File: src/rtl/layer_loader_pkg.sv
// Shared definitions for the layer parameter loader: fixed-point word width,
// FSM state type and counter sizing helper.
package layer_loader_pkg;

    localparam int unsigned FP_N = 16;

    typedef enum logic [1:0] {
        StIdle,
        StLoad,
        StFlush,
        StDone
    } ld_state_e;

    // Bits needed to count 0..range-1, never less than one.
    function automatic int unsigned cnt_width(input int unsigned range);
        return (range <= 2) ? 1 : $clog2(range);
    endfunction

endpackage

File: src/rtl/layer_loader.sv
// Streams end marker, bias and weights from a valid/ready source onto a layer's
// shared parameter bus, one node at a time, with a registered one-hot write enable.
module layer_loader
    import layer_loader_pkg::*;
#(
    parameter int unsigned sx = 99,
    parameter int unsigned sl = 99,
    parameter int unsigned n  = FP_N
) (
    input  logic          clk,
    input  logic          rst,
    input  logic          start,
    input  logic          src_valid,
    input  logic [n-1:0]  src_data,
    output logic          src_ready,
    output logic [sl-1:0] we,
    output logic [n-1:0]  bus,
    output logic          busy,
    output logic          done
);

    localparam int unsigned WPN = sx + 2;
    localparam int unsigned WW  = cnt_width(WPN);
    localparam int unsigned NW  = cnt_width(sl);
    localparam logic [WW-1:0] WLAST = WW'(WPN - 1);
    localparam logic [NW-1:0] NLAST = NW'(sl - 1);

    ld_state_e     state;
    logic [WW-1:0] wcnt;
    logic [NW-1:0] ncnt;
    logic [sl-1:0] we_sel;
    logic          xfer;

    // src_ready is only ever high in LOAD, so no state qualifier is needed.
    assign xfer = src_valid && src_ready;

    always_ff @(posedge clk) begin
        if (rst) begin
            state     <= StIdle;
            wcnt      <= '0;
            ncnt      <= '0;
            src_ready <= 1'b0;
            busy      <= 1'b0;
            done      <= 1'b0;
        end else begin
            done <= 1'b0;
            unique case (state)
                StIdle: begin
                    if (start) begin
                        state     <= StLoad;
                        wcnt      <= '0;
                        ncnt      <= '0;
                        src_ready <= 1'b1;
                        busy      <= 1'b1;
                    end
                end
                StLoad: begin
                    if (xfer) begin
                        if (wcnt == WLAST) begin
                            wcnt <= '0;
                            if (ncnt == NLAST) begin
                                ncnt      <= '0;
                                state     <= StFlush;
                                src_ready <= 1'b0;
                            end else begin
                                ncnt <= ncnt + 1'b1;
                            end
                        end else begin
                            wcnt <= wcnt + 1'b1;
                        end
                    end
                end
                StFlush: begin
                    state <= StDone;
                    busy  <= 1'b0;
                    done  <= 1'b1;
                end
                StDone: begin
                    state <= StIdle;
                end
                default: begin
                    state <= StIdle;
                end
            endcase
        end
    end

    // Node k owns we[sl-1-k], so node 0 is the MSB.
    always_comb begin
        we_sel = '0;
        for (int k = 0; k < int'(sl); k++) begin
            if (k == int'(sl) - 1 - int'(ncnt)) begin
                we_sel[k] = 1'b1;
            end
        end
    end

    always_ff @(posedge clk) begin
        if (rst) begin
            we  <= '0;
            bus <= '0;
        end else if (xfer) begin
            we  <= we_sel;
            bus <= src_data;
        end else begin
            we <= '0;
        end
    end

endmodule

File: config.mk
export PLATFORM = sky130hd
export DESIGN_NAME = layer_loader
export DESIGN_NICKNAME = d
export VERILOG_FILES = /design/src/rtl/layer_loader_pkg.sv /design/src/rtl/layer_loader.sv
export SDC_FILE = /design/constraint.sdc
export NUM_CORES = 1
export LEC_CHECK = 0
export ABC_AREA = 1
export ABC_CLOCK_PERIOD_IN_PS = 4700
export CAP_MARGIN = 20
export CORE_MARGIN = 8
export CORE_UTILIZATION = 45
export CTS_BUF_LIST = sky130_fd_sc_hd__clkbuf_4 sky130_fd_sc_hd__clkbuf_8 sky130_fd_sc_hd__clkbuf_16
export CTS_CLUSTER_DIAMETER = 120
export DETAILED_ROUTE_END_ITERATION = 8
export PLACE_DENSITY = 0.76
export REMOVE_ABC_BUFFERS = 1
export SYNTH_ARGS = -nofsm -noshare
export SYNTH_HDL_FRONTEND = slang
export SYNTH_SLANG_ARGS = --single-unit
File: constraint.sdc
create_clock -name clk -period 4.7 [get_ports clk]
set_input_delay 0.705 -clock clk [delete_from_list [all_inputs] [get_ports clk]]
set_output_delay 0.705 -clock clk [all_outputs]
set_load 0.05 [all_outputs]
==> qor.csv <==
metric,value,unit
timing.hold.worst_endpoint,bus[4]$_SDFFE_PP0P_,
clock-sinks,134,
area_growth,41.1,%
finalNetCount,679,
clockBufferDepth,2,
die_w,119,µm
crit_path_top_delay_cell,clkdlybuf4s50_1,
antenna_violations_before_repair,0,
cts-buffers-inserted,17,
reg2reg_depth,7,
timing.rr.end,we[26]$_SDFF_PP0_,
synth_top_area_cell,dfxtp_1,
worst_setup_path_start_kind,register,
synth-async-reset-ratio,0,
crit_type,register to primary output,
first_pass_grt_wire_length,20300,µm
critical-path-top-delay-family,buffers and inverters,
status,"finished, final reports clean",
layout.filler_cells,864,
synth.top_cells.by_count,"dfxtp_1 (134), nor2_1 (97), nand2_1 (65)",
postCtsSetupRepairBufs,0,
cellPowerDensity,437,nW/µm²
min_path_type,register to register,
power_frac_clock,0.422,
routed_via_density,4.97,
via_count_of_the_first_global_routing_pass,3977,
timing.hold.worst.start,bus[4]$_SDFFE_PP0P_,
period_minus_slack,2460,ps
unrepaired_setup_endpoints_after_global_routing,no,
synth_cell_type_count,32,
power.static_leakage,2.43,nW
placement.cell_area,6120,µm²
die-height,119,µm
pwr-share-comb,0.161,
largest_net_degree_at_the_start_of_global_routing,65,
worst_ir_drop_vdd,0.270,mV
floorplan.core_area,10300,µm²
total_die_area,14100,µm²
port-buffer-count,137,
synth_seq_cells,134,
synth_top_area_share,0.567,
initial_core_util,0.461,
floorplan.io_pins,138,
dp_slack,1850,ps
edff_count_synth,0,
fp-row-count,37,
path_clk_slew,60,ps
worstPathArrival,1750,ps
grt.total_usage,0.176,
min_period_over_period,0.523,
grt_overflow_total,0,
hold-worst-slack,482,ps
clock_tree.root_cell,clkbuf_8,
final-setup-viol-count,0,
routed_wire_length_per_instance,15.4,µm
worstMarginPinSlew,879,ps
drt_drc_violations_left,0,
ys_dominant_reg_cell,dfxtp_1,
ant_nets,0,
antenna_cells,0,
worstHoldPathCells,2,
power_report.internal_total,2.02,mW
layout-drive-gt1-share,0.145,
syn_inst,510,
place_hpwl,8670,µm
critical_path_buf_inv_count,1,
ys_top_cells_by_area,"dfxtp_1 (57%), nor2_1 (7.7%), nor3_2 (5.9%)",
seqPwrFrac,0.418,
critical_path.cell_chain,clkdlybuf4s50_1,
cts_tree,built,
maxSlewHeadroom,0.414,
yosys_synthesis_warning_count,0,
cts_hold_buf,0,
finalWorstSetupSlack,2240,ps
timing.fmax,407,MHz
dr.first_iter.drc_count,243,
finClkSkew,10.4,ps
worstSkewPairLatency,520,ps
mappedNetlistArea,4730,µm²
syn_area_per_cell,9.28,µm²
tns,0,ps
gpl.final_weighted_congestion,0.798,
route.vias.total,3963,
synth_seq_area_share,0.567,
maxCapViolCount,0,
drt_pre_antenna_iters,6,
switching_power,895,µW
postLayoutCellArea,6680,µm²
critical_path.endpoint_type,primary output,
h-tree-depth,4,
switching_share,0.307,
yosys.cell_count.top_type,dfxtp_1,
post_cts_resized,0,
r2r_setup_slack,2410,ps
worst_path_largest_cell_delay,840,ps
regToRegStartpoint,ncnt[1]$_SDFFE_PP0P_,
hold_viol,0,
routed_wl,12300,µm
final-max-slew-violation-count,0,
crit_required,3990,ps
cp_max_fo,4,
==> per-layer routing <==
metal,part of all wire,up-vias,global-route usage,wire length (µm)
met5,0,-,0,0
li1,-,1912,-,-
met1,0.43,1861,0.203,5310
met3,0.096,10,0.0719,1180
met2,0.47,180,0.287,5730
met4,0.0069,0,0.0625,85
==> power by group through the flow <==
stage,Clock [mW],Combinational (mW),Sequential (mW)
after floorplan,0,0.201,1.36
after global placement,0,0.457,1.24
after detailed placement,0,0.466,1.24
after CTS,1.25,0.468,1.22
after global routing,1.30,0.512,1.22
final,1.23,0.469,1.22
==> per-stage QoR <==
step	utilization	power, mW	cells
floorplan	-	1.56	492
global placement	0.596	1.70	765
detailed placement	0.596	1.71	765
CTS	0.650	2.93	797
global route	0.650	3.04	797
finish	0.650	2.92	797
==> layout by cell type (no fill, tap or decap), types with 2 or more instances in the layout <==
| cell | netlist | routed |
|---|---|---|
| nand2_2 | 10 | 10 |
| clkbuf_8 | 0 | 2 |
| nor3_2 | 28 | 28 |
| clkinvlp_4 | 0 | 2 |
| a21oi_1 | 8 | 8 |
| inv_1 | 31 | 31 |
| clkinv_4 | 1 | 3 |
| inv_2 | 7 | 7 |
| o21ai_0 | 21 | 21 |
| nand2_4 | 5 | 5 |
| inv_8 | 0 | 4 |
| ha_1 | 11 | 11 |
| nand4_1 | 4 | 4 |
| a211oi_1 | 2 | 2 |
| dfxtp_1 | 134 | 134 |
| nor3_1 | 38 | 38 |
| o21ai_2 | 2 | 2 |
| nor2_2 | 3 | 3 |
| nand3_1 | 12 | 12 |
| inv_6 | 0 | 6 |
| clkbuf_16 | 0 | 16 |
| clkdlybuf4s50_1 | 0 | 137 |
| nor2_1 | 97 | 97 |
| nand3_2 | 3 | 3 |
| nand2_1 | 65 | 65 |
| nand3_4 | 3 | 3 |
==> registers in the layout, indices dropped and copies added (netlist names) <==
register and count:
we 99, bus 16, ncnt 7, wcnt 7
state 2, busy 1, done 1, src_ready 1
==> worst max-delay path by stage <==
| stage | from | endpoint | slack [ps] | depth (start not counted) |
|---|---|---|---|---|
| final | src_ready$_SDFFE_PP0P_ | src_ready | 2240 | 1 |
| after global placement | src_valid | we[0]$_SDFF_PP0_ | 2010 | 7 |
| after global routing | src_ready$_SDFFE_PP0P_ | src_ready | 2160 | 1 |
| after detailed placement | src_valid | state[0]$_SDFFE_PP0P_ | 1850 | 8 |
| after CTS | src_ready$_SDFFE_PP0P_ | src_ready | 2220 | 1 |
| after floorplan | src_valid | state[0]$_SDFFE_PP0P_ | 2760 | 7 |
==> kinds of logic after synthesis <==
| logic type | after synthesis | synth area share |
|---|---|---|
| simple gates | 270 | 0.295 |
| flops | 134 | 0.567 |
| buf+inv | 58 | 0.0655 |
| compound gates | 36 | 0.0418 |
| fa+ha+maj | 11 | 0.0291 |
| xor+xnor | 1 | 0.00185 |
==> cell type report <==
class / count / area (µm²) / area share
timing repair buffer: 137 / 1370 / 0.205
clock buffer: 18 / 428 / 0.0641
tap: 136 / 170 / 0.0255
sequential: 134 / 2680 / 0.402
inverter: 40 / 155 / 0.0232
multi-input combinational: 318 / 1740 / 0.261
clock inverter: 14 / 130 / 0.0195
Note: power is estimated with default switching activity, not from simulation.
